==> config.mk <==
export PLATFORM = sky130hd
export DESIGN_NAME = mem_port_arbiter
export DESIGN_NICKNAME = d
export VERILOG_FILES = /design/src/rtl/mem_port_arbiter.sv
export SDC_FILE = /design/constraint.sdc
export NUM_CORES = 1
export LEC_CHECK = 0
export ABC_AREA = 1
export CORE_UTILIZATION = 49
export CTS_BUF_LIST = sky130_fd_sc_hd__clkbuf_8
export CTS_CLUSTER_DIAMETER = 100
export DETAILED_ROUTE_END_ITERATION = 6
export HOLD_SLACK_MARGIN = 0.15
export PLACE_DENSITY = 0.83
export RECOVER_POWER = 100
export SYNTH_ARGS = -nofsm -noshare
export SYNTH_HDL_FRONTEND = slang
export SYNTH_SLANG_ARGS = --single-unit
==> constraint.sdc <==
create_clock -name clk -period 3.8 [get_ports clk]
set_input_delay 0.76 -clock clk [delete_from_list [all_inputs] [get_ports clk]]
set_output_delay 0.76 -clock clk [all_outputs]
set_load 0.02 [all_outputs]
==> src/rtl/mem_port_arbiter.sv <==
// Two-master arbiter serializing core (m0) and PIM/loader (m1) word requests onto one RAM controller port.
// Define ARB_ROUND_ROBIN_EN for round-robin tie-breaking; default build gives fixed core priority.
module mem_port_arbiter #(
    parameter int unsigned ADDR_W = 32,
    parameter int unsigned DATA_W = 32
) (
    input  logic                clk,
    input  logic                reset,
    input  logic [ADDR_W-1:0]   m0_addr,
    input  logic [DATA_W-1:0]   m0_wdata,
    input  logic [DATA_W/8-1:0] m0_wmask,
    input  logic                m0_rstrb,
    output logic [DATA_W-1:0]   m0_rdata,
    output logic                m0_rbusy,
    output logic                m0_wbusy,
    input  logic [ADDR_W-1:0]   m1_addr,
    input  logic [DATA_W-1:0]   m1_wdata,
    input  logic [DATA_W/8-1:0] m1_wmask,
    input  logic                m1_rstrb,
    output logic [DATA_W-1:0]   m1_rdata,
    output logic                m1_rbusy,
    output logic                m1_wbusy,
    output logic [ADDR_W-1:0]   s_addr,
    output logic [DATA_W-1:0]   s_wdata,
    output logic [DATA_W/8-1:0] s_wmask,
    output logic                s_rstrb,
    input  logic [DATA_W-1:0]   s_rdata,
    input  logic                s_rbusy,
    input  logic                s_wbusy
);
    localparam int unsigned MASK_W = DATA_W / 8;

    typedef enum logic {IDLE, WAIT} state_t;

    state_t            state;
    logic [1:0]        slot_valid;
    logic [1:0]        slot_write;
    logic [ADDR_W-1:0] slot_addr  [2];
    logic [DATA_W-1:0] slot_wdata [2];
    logic [MASK_W-1:0] slot_wmask [2];
    logic              grant;
    logic              winner;

    logic [ADDR_W-1:0] in_addr  [2];
    logic [DATA_W-1:0] in_wdata [2];
    logic [MASK_W-1:0] in_wmask [2];
    logic [1:0]        req_wr;
    logic [1:0]        req_rd;

    assign in_addr[0]  = m0_addr;
    assign in_addr[1]  = m1_addr;
    assign in_wdata[0] = m0_wdata;
    assign in_wdata[1] = m1_wdata;
    assign in_wmask[0] = m0_wmask;
    assign in_wmask[1] = m1_wmask;

    // A write strobe wins over a simultaneous read strobe; the read is dropped.
    assign req_wr = {|m1_wmask, |m0_wmask};
    assign req_rd = {m1_rstrb & ~req_wr[1], m0_rstrb & ~req_wr[0]};

    assign m0_rbusy = req_rd[0] | (slot_valid[0] & ~slot_write[0]);
    assign m0_wbusy = req_wr[0] | (slot_valid[0] &  slot_write[0]);
    assign m1_rbusy = req_rd[1] | (slot_valid[1] & ~slot_write[1]);
    assign m1_wbusy = req_wr[1] | (slot_valid[1] &  slot_write[1]);

`ifdef ARB_ROUND_ROBIN_EN
    logic last_grant;

    assign winner = (slot_valid == 2'b11) ? ~last_grant : ~slot_valid[0];
`else
    assign winner = ~slot_valid[0];
`endif

    // Slave port: strobe only in the IDLE grant cycle, address/data held through WAIT.
    always_comb begin
        s_addr  = '0;
        s_wdata = '0;
        s_wmask = '0;
        s_rstrb = 1'b0;
        if (state == WAIT) begin
            s_addr  = slot_addr[grant];
            s_wdata = slot_wdata[grant];
        end else if (|slot_valid) begin
            s_addr  = slot_addr[winner];
            s_wdata = slot_wdata[winner];
            s_rstrb = ~slot_write[winner];
            s_wmask = slot_write[winner] ? slot_wmask[winner] : '0;
        end
    end

    always_ff @(posedge clk) begin
        if (reset) begin
            state      <= IDLE;
            slot_valid <= '0;
            slot_write <= '0;
            grant      <= 1'b0;
            m0_rdata   <= '0;
            m1_rdata   <= '0;
`ifdef ARB_ROUND_ROBIN_EN
            last_grant <= 1'b1;
`endif
            for (int i = 0; i < 2; i++) begin
                slot_addr[i]  <= '0;
                slot_wdata[i] <= '0;
                slot_wmask[i] <= '0;
            end
        end else begin
            // Strobes against an occupied slot are ignored.
            for (int i = 0; i < 2; i++) begin
                if (!slot_valid[i] && (req_wr[i] || req_rd[i])) begin
                    slot_valid[i] <= 1'b1;
                    slot_write[i] <= req_wr[i];
                    slot_addr[i]  <= in_addr[i];
                    slot_wdata[i] <= in_wdata[i];
                    slot_wmask[i] <= in_wmask[i];
                end
            end
            case (state)
                IDLE: begin
                    if (|slot_valid) begin
                        grant <= winner;
                        state <= WAIT;
                    end
                end
                WAIT: begin
                    if (!s_rbusy && !s_wbusy) begin
                        slot_valid[grant] <= 1'b0;
                        if (!slot_write[grant]) begin
                            if (grant) m1_rdata <= s_rdata;
                            else       m0_rdata <= s_rdata;
                        end
`ifdef ARB_ROUND_ROBIN_EN
                        last_grant <= grant;
`endif
                        state <= IDLE;
                    end
                end
            endcase
        end
    end

endmodule

==> summary.md, run 1 <==
| Metric | Value |
|---|---|
| Fmax | 286 MHz |
| Cell family with most CP delay | buffers and inverters |
| CP max FO | 53 |
| Max clock buf depth | 3 |
| Post-synth cell types | 27 |
| Max incr delay on CP | 0.69 ns |
| CORE AREA | 0.0202 mm2 |
| Number of flops mapped to enable cells by yosys | 136 |
| # diodes | 0 |
| Vias | 9,058 |
| Post CTS Setup Buffer Count | 0 |
| Hold Path End | slot_write[1]$_SDFFE_PP0P_ |
| CTS Buf Count | 36 |
| Hold wc startpoint | slot_write[1]$_SDFFE_PP0P_ |
| Final setup TNS | 0 ns |
| Synth area leader | edfxtp_1 |
| Initial Utilization | 0.500 |
| Layout cells sized above 1 | 0.0465 |
| Post-cts gate resize count | 0 |
| Power Density | 409 mW/mm2 |
| Residual DRC count | 0 |
| Clock slew at reported path FFs | 0.06 ns |
| Hold Crit Class | reg -> reg |
| Worst flop-to-flop path endpoint | slot_addr[0][12]$_SDFFCE_PN0P_ |
| Final setup skew | 0.0183 ns |
| Post-synthesis async set-or-reset flop share | 0 |
| Htree depth | 2 |
| Synth Area per Inst | 9.02 um2 |
| Startpoint Class | flop |
| R2R Path Start | slot_valid[0]$_SDFF_PP0_ |
| Layout net count | 1,570 |
| Area grow syn2layout | 36.7% |
| Design Area, Final | 0.0138 mm2 |
| Seq cells post-synth | 207 |
| Sequential area share after synthesis | 0.544 |
| CP arrival | 2.73 ns |
| Synth Cell Area | 0.0101 mm2 |
| Count leader, synth | nor2_1 |
| Syn. warnings | 0 |
| Worst Path Buf+Inv | 3 |
| Total GRT Usage | 0.269 |
| Crit path time final | 3.49 ns |
| Synth Flop Type | edfxtp_1 |
| Period Utilization, post-route | 0.920 |
| Maximum vdd ir drop | 0.265 mV |
| Cell Area, Placed | 0.0133 mm2 |
| Highest-delay cell along the critical path | dlygate4sd3_1 |
| Max-Cap Viols | 2 |
| Root Buffer | clkbuf_8 |
| Critical path required time | 3.04 ns |
| CP Cell Sequence | inv_1, buf_12, a21oi_1, o21ai_0, o21ai_1, dlygate4sd3_1 |
| Vias per inst | 5.36 |
| Grt ovf | 0 |
| Fin. Hold Viols | 0 |
| Unrepaired setup endpoints after global routing | no |
| Crit path kind | reg -> out |
| Initial DRC count | 604 |
| Synth Instances | 1,122 |
| Row count | 52 |
| Power, Total | 5.67 mW |
| CP Depth | 6 |
| Net Count, Synth | 1,296 |
| Worst-skew pair later-pin latency | 0.50 ns |
| Tightest Pin Transition | 1.53 ns |
| Post-synth top cells | 191 x nor2_1, 142 x a21oi_1, 136 x edfxtp_1 |
| Chip width | 146 um |
| Reg-to-reg slack, setup | 0.62 ns |
| CTS tree | built |
| Run status | finished, violations left |
| Die area | 0.0212 mm2 |
| WHS | 0.476 ns |
| # hold bufs at CTS | 0 |
| P_leak | 5.71 nW |
| Total Routed Length | 28.8 mm |
| R2R depth | 5 |
| Die height | 146 um |
| Final ANT Viol Nets | 0 |
| Initial antenna violation count | 0 |
| # port buffers | 310 |
| Worst slew margin | -0.0187 |
| Hold Path Stages | 2 |
| Gpl congestion | 0.823 |
| DRT Pass-1 Iters | 5 |
| Count of final setup violators | 0 |
| Failing checks | max-capacitance violations, max-slew violations |
| Vias in the first global route | 8,980 |
| Worst setup EP type | primary output |
| First-pass GRT wire length | 45.6 mm |
| Max-slew violation count | 55 |
| Area contributors post-synth | edfxtp_1 40%, dfxtp_1 14%, a21boi_0 9.6%, nor2_1 7.1%, a21oi_1 7.0% |
| Largest net degree at the start of global routing | 108 |
| Worst Setup SP | state$_SDFF_PP0_ |
| Num Clock Sinks | 207 |
| WL/cell | 17.0 um |
| # IOs | 311 |
| DP Wirelength | 19.0 mm |
| Area share of the largest cell type after synthesis | 0.404 |
[cell usage in the layout, fill, tap and decap left out, drive strengths merged]
cell type | Yosys | routed
nand2 | 73 | 73
o22ai | 2 | 2
clkbuf | 32 | 45
clkinv | 1 | 6
edfxtp | 136 | 136
nand3 | 8 | 8
a21oi | 142 | 142
nand4 | 2 | 2
o211ai | 1 | 1
o21ai | 170 | 170
nor2 | 194 | 194
clkdlybuf4s50 | 0 | 172
a21boi | 136 | 136
inv | 96 | 113
dfxtp | 71 | 71
buf | 58 | 11
dlygate4sd3 | 0 | 138
[layer usage]
| metal | vias to the layer above | wire (um) | track usage |
|---|---|---|---|
| met5 | - | 0 | 0 |
| met4 | 0 | 1250 | 0.137 |
| met3 | 81 | 2740 | 0.0727 |
| met2 | 374 | 13800 | 0.448 |
| met1 | 4219 | 11000 | 0.321 |
| li1 | 4384 | - | - |
[sequential cells by signal (all words and copies together), names as in the netlist, named ones only]
| register | cells |
|---|---|
| grant | 1 |
| state | 1 |
| slot_wdata | 64 |
| slot_valid | 2 |
| slot_wmask | 8 |
| m1_rdata | 32 |
| slot_write | 2 |
| slot_addr | 64 |
| m0_rdata | 32 |
[cell families (layout without fill, tap and decap cells)]
group                  Yosys count  count (layout)  synth area share
and+or+nand+nor                277             277             0.109
DFF                            207             207             0.544
AOI/OAI and AO/OA              451             451             0.257
buffers and inverters          187             485            0.0895
[stage by stage]
stage | cells | util | setup WS (ns)
2_1_floorplan | 1122 | - | 0.550
3_3_place_gp | 1628 | 0.656 | 0.586
3_5_place_dp | 1628 | 0.656 | 0.582
4_1_cts | 1690 | 0.688 | 0.402
5_1_grt | 1690 | 0.684 | 0.173
6_report | 1690 | 0.684 | 0.305
[cell type report]
cell class / instances / area (um2)
clock buffers: 40 / 551
clock inverters: 22 / 83.8
fillers: 1628 / 6400
inverters: 97 / 369
multi-input cells: 728 / 3680
flip-flops and latches: 207 / 5510
well taps: 270 / 338
repair buffers: 326 / 3300
[tightest hold or removal path, cell delays in order (launching register included)]
cell and delay, ns:
dfxtp_1 0.32, nand3_1 0.07, nand2_1 0.04
[worst max-delay path by stage]
stage / to
after floorplan: slot_addr[1][0]$_SDFFCE_PN0P_
final: s_addr[20]
after global placement: m1_rbusy
after global routing: slot_wmask[1][0]$_SDFFCE_PN0P_
after detailed placement: m1_rbusy
after CTS: s_addr[0]
[power by group]
part / internal (mW) / leakage (nW) / switching (mW) / total [mW]
registers: 2.60 / 2.04 / 0.0866 / 2.68
logic: 0.512 / 3.29 / 0.645 / 1.16
clock network: 0.956 / 0.388 / 0.871 / 1.83
Note: power is estimated with default switching activity, not from simulation.
==> inputs of run 2 (changes only) <==
- CORE_UTILIZATION: 49 -> 50
- DONT_BUFFER_PORTS: default -> 1
- PLACE_DENSITY: 0.83 -> default
==> run 2 against run 1 <==
The flow still finishes with violations (max-capacitance violations, max-slew violations). Cell area down 23%. Clock power about the same. Clock skew increased by 0.010 ns. Flip-flop and latch count unchanged. Sequential share of layout area up 12 points. Total power down 6.5%. Die area fell by 2.0%. Combinational power fell by 39%. First-iteration DRC count fell by 33%. Wire length is 11% lower. Via count shrank 16%. Global-route usage decreased by 3.3 points.
==> summary.md, run 2 (synthesis results as in run 1) <==
| Metric | Value |
|---|---|
| Design Area, Final | 0.0107 mm2 |
| Grt ovf | 0 |
| Internal power | 3.77 mW |
| CP max FO | 45 |
| Total GRT Usage | 0.237 |
| Hold Path Stages | 1 |
| Worst Setup SP | slot_valid[0]$_SDFF_PP0_ |
| Worst-skew pair later-pin latency | 0.53 ns |
| Unrepaired setup endpoints after global routing | no |
| Period Utilization, post-route | 0.902 |
| Tightest Pin Transition | 1.79 ns |
| Initial DRC count | 406 |
| CP arrival | 2.67 ns |
| First-pass GRT wire length | 37.7 mm |
| Reg power frac | 0.514 |
| Clock slew at reported path FFs | 0.06 ns |
| Largest net degree at the start of global routing | 98 |
| Highest-delay cell along the critical path | o21ai_0 |
| Final ANT Viol Nets | 0 |
| Final setup skew | 0.0287 ns |
| Max-Cap Viols | 2 |
| Worst flop-to-flop path endpoint | slot_addr[0][31]$_SDFFCE_PN0P_ |
| Root Buffer | clkbuf_8 |
| Register area | 0.00551 mm2 |
| Startpoint Class | flop |
| R2R Path Start | slot_valid[0]$_SDFF_PP0_ |
| Final Non-Filler Cells | 1,382 |
| WL/cell | 18.5 um |
| Num Clock Sinks | 207 |
| DP Wirelength | 16.3 mm |
| Run status | finished, violations left |
| Hold Crit Class | in -> reg |
| Max incr delay on CP | 0.72 ns |
| Comb power frac | 0.134 |
| Row count | 51 |
| Placed insts | 1,311 |
| Cell Area, Placed | 0.0101 mm2 |
| Initial Utilization | 0.515 |
| Total Routed Length | 25.6 mm |
| CTS tree | built |
| Residual DRC count | 0 |
| Initial antenna violation count | 8 |
| R2R depth | 4 |
| WHS | 0.303 ns |
| Clock power share | 0.352 |
| Count of final setup violators | 0 |
| P_sw | 1.53 mW |
| Layout net count | 1,260 |
| # IOs | 311 |
| # hold bufs at CTS | 0 |
| CORE AREA | 0.0197 mm2 |
| Most frequent cells in the layout | 192 x nor2_1, 146 x o21ai_0, 142 x a21oi_1, 136 x edfxtp_1, 134 x a21boi_0 |
| Reg-to-reg slack, setup | 0.59 ns |
| P_leak | 4.15 nW |
| Htree depth | 2 |
| Hold wc startpoint | reset |
| Failing checks | max-capacitance violations, max-slew violations |
| Commonest non-fill, non-tap cell in the layout | nor2_1 |
| Multi-input logic area | 0.00370 mm2 |
| Die area | 0.0208 mm2 |
| Gpl congestion | 0.784 |
| Max-slew violation count | 138 |
| Chip width | 144 um |
| Vias | 7,630 |
| CTS Buf Count | 38 |
| Fmax | 292 MHz |
| Worst setup EP type | primary output |
| Max clock buf depth | 3 |
| CP Cell Sequence | nor2_1, nor2_2, inv_2, buf_4, o21ai_0 |
| Vias in the first global route | 6,971 |
| Critical path required time | 3.04 ns |
| Die height | 144 um |
| Fin. Hold Viols | 0 |
| Filler cell count | 1,825 |
| Final Util | 0.545 |
| Area grow syn2layout | 5.76% |
| # port buffers | 0 |
| Post CTS Setup Buffer Count | 0 |
| Layout cells sized above 1 | 0.0649 |
| Regs by FF count | slot_addr: 64 flops, slot_wdata: 64 flops |
| Vias per inst | 5.52 |
| Final setup TNS | 0 ns |
| Maximum vdd ir drop | 0.289 mV |
| Crit path kind | reg -> out |
| Post-cts gate resize count | 0 |
| Worst slew margin | -0.194 |
| Power Density | 495 mW/mm2 |
| DRT Pass-1 Iters | 5 |
| Crit path time final | 3.43 ns |
| Sw Share | 0.289 |
## run 2: metal layers
metal	up-vias	wire length [um]	GRT usage
met2	285	11800	0.375
met4	2	690	0.0958
li1	3776	-	-
met5	-	12	0
met3	48	2880	0.0987
met1	3519	10200	0.284
## run 2: per-stage QoR
| step | worst slack, ns | power [mW] |
|---|---|---|
| after floorplan | 0.550 | 3.37 |
| after global placement | 1.08 | 3.48 |
| after detailed placement | 1.02 | 3.49 |
| after CTS | 0.472 | 5.37 |
| after global routing | 0.165 | 5.55 |
| final | 0.372 | 5.30 |
## run 2: power groups by stage
stage               Clock (mW)  Sequential (mW)  Combinational, mW
global placement             0             2.76              0.715
floorplan                    0             2.72              0.650
detailed placement           0             2.77              0.728
global route              2.01             2.75              0.792
CTS                       1.92             2.72              0.731
finish                    1.86             2.72              0.709
## run 2: how the worst max path moves through the flow
stage,to,cells past startpoint
5_1_grt,s_wdata[26],5
3_5_place_dp,slot_wdata[0][19]$_SDFFCE_PN0P_,5
2_1_floorplan,slot_addr[1][0]$_SDFFCE_PN0P_,6
6_report,s_wdata[27],5
3_3_place_gp,m0_rbusy,3
4_1_cts,s_addr[31],5
## run 2: area by class of cell
type	count	area share
antenna	8	0.00187
timing repair buffer	14	0.0104
multi-input combinational	728	0.346
tap	265	0.0310
inverter	97	0.0345
clock inverter	22	0.00888
sequential	207	0.515
clock buffer	41	0.0527
## run 2: critical path: cells and delay by family (launching register included)
| family | cells | cell delay [ns] |
|---|---|---|
| buf+inv | 2 | 0.46 |
| flops | 1 | 0.64 |
| simple gates | 2 | 0.30 |
| compound gates | 1 | 0.72 |
==> inputs of run 3 (changes only) <==
- PLACE_DENSITY: default -> 0.73
==> run 3 against run 2 <==
The run still ends with max-capacitance violations, max-slew violations left. Worst setup slack gained 0.019 ns. Die area did not move. Via count rose by 2.0%. Critical path depth fell by 1. Sequential share of layout area down 0.14 points. First-iteration DRC count rose by 18%. Critical endpoint is now s_wdata[26].
==> summary.md, run 3 (synthesis results as in run 1) <==
| Metric | Value |
|---|---|
| Vias per inst | 5.62 |
| Worst-skew pair later-pin latency | 0.52 ns |
| First-pass GRT wire length | 39.1 mm |
| CTS Buf Count | 37 |
| Highest-delay cell along the critical path | o21ai_0 |
| Grt ovf | 0 |
| Fin. Hold Viols | 0 |
| # IOs | 311 |
| WL/cell | 19.0 um |
| CP max FO | 54 |
| P_leak | 4.20 nW |
| Clock slew at reported path FFs | 0.06 ns |
| Htree depth | 2 |
| Root Buffer | clkbuf_8 |
| # port buffers | 0 |
| # hold bufs at CTS | 0 |
| Num Clock Sinks | 207 |
| Residual DRC count | 0 |
| Maximum vdd ir drop | 0.387 mV |
| DP Wirelength | 16.8 mm |
| CP arrival | 2.65 ns |
| Max-slew violation count | 332 |
| Max clock buf depth | 3 |
| Post CTS Setup Buffer Count | 0 |
| Worst Path Buf+Inv | 1 |
| DRT Pass-1 Iters | 5 |
| Cell Area, Placed | 0.0101 mm2 |
| Gpl congestion | 0.844 |
| Die height | 144 um |
| CP Cell Sequence | nor2_1, nor2_1, inv_2, o21ai_0 |
| Vias | 7,783 |
| Critical path required time | 3.04 ns |
| Vias in the first global route | 7,463 |
| Crit path kind | reg -> out |
| Most frequent cells in the layout | 192 x nor2_1, 142 x a21oi_1, 137 x o21ai_0, 136 x a21boi_0, 136 x edfxtp_1 |
| Design Area, Final | 0.0107 mm2 |
| Worst slew margin | -0.613 |
| Unrepaired setup endpoints after global routing | no |
| Total Routed Length | 26.3 mm |
| Tightest Pin Transition | 2.42 ns |
| Initial Utilization | 0.515 |
| Failing checks | max-capacitance violations, max-slew violations |
| Run status | finished, violations left |
| Max-Cap Viols | 4 |
| Post-cts gate resize count | 0 |
| Largest net degree at the start of global routing | 138 |
| Final ANT Viol Nets | 0 |
| Final setup skew | 0.0176 ns |
| Power Density | 500 mW/mm2 |
| Final setup TNS | 0 ns |
| Count of final setup violators | 0 |
| Regs by FF count | slot_addr: 64 flops, slot_wdata: 64 flops |
| Fmax | 293 MHz |
| Initial antenna violation count | 10 |
| CTS tree | built |
| Period Utilization, post-route | 0.897 |
| Chip width | 144 um |
| CORE AREA | 0.0197 mm2 |
| Max incr delay on CP | 0.85 ns |
| Layout net count | 1,255 |
| Total GRT Usage | 0.244 |
| Die area | 0.0208 mm2 |
| Hold Crit Class | in -> reg |
| Cell family with most CP delay | compound AO/OA/AOI/OAI gates |
| Area grow syn2layout | 6.05% |
| Crit path time final | 3.41 ns |
| Startpoint Class | flop |
| Row count | 51 |
| Crit path top cell by count | nor2_1 |
| Initial DRC count | 480 |
| Layout cells sized above 1 | 0.0595 |
| Worst setup EP type | primary output |
| Commonest non-fill, non-tap cell in the layout | nor2_1 |
==> run 3: cell count changes in the layout (fill, tap and decap cells not counted), sizes merged <==
cell      change
buf           -4
bufinv        +1
clkinv        -7
clkinvlp      -1
diode         +3
inv          +11
==> run 3: final cells by class <==
type	count	area, um2
clock inverters	26	129
repair buffers	10	93.8
well taps	265	332
fillers	1799	8920
multi-input cells	728	3710
clock buffers	41	564
inverters	97	364
diodes	11	27.5
flip-flops and latches	207	5510
==> run 3: metrics by stage <==
step / std cells / util / hold WS (ns) / setup slack, ns / power (mW)
floorplan: 1122 / - / 0.456 / 0.550 / 3.37
global placement: 1307 / 0.512 / 0.469 / 1.03 / 3.47
detailed placement: 1307 / 0.512 / 0.481 / 1.01 / 3.50
CTS: 1374 / 0.547 / 0.280 / 0.462 / 5.43
global route: 1382 / 0.546 / 0.289 / 0.146 / 5.61
finish: 1385 / 0.546 / 0.303 / 0.390 / 5.37
==> run 3: path summary, 6_finish.rpt <==
check | startpoint | to | slack (ns) | cells after the start
setup reg to reg | slot_valid[0]$_SDFF_PP0_ | slot_wdata[0][15]$_SDFFCE_PN0P_ | 0.42 | 4
hold / removal | reset | flop | 0.30 | 1
setup / recovery | slot_valid[0]$_SDFF_PP0_ | s_wdata[26] | 0.39 | 4
hold reg to reg | slot_write[1]$_SDFFE_PP0P_ | slot_write[1]$_SDFFE_PP0P_ | 0.49 | 2
==> run 3: layer usage <==
metal,part of all wire,global-route usage,vias up
met2,0.48,0.408,322
li1,-,-,3768
met3,0.099,0.0921,74
met4,0.041,0.121,2
met5,0.00038,0,-
met1,0.38,0.274,3617
==> run 3: where the power goes <==
group,leakage [nW],internal [mW],switching (mW)
combinational,1.74,0.183,0.538
clock,0.424,1.05,0.875
sequential,2.04,2.60,0.117
total,4.20,3.84,1.53
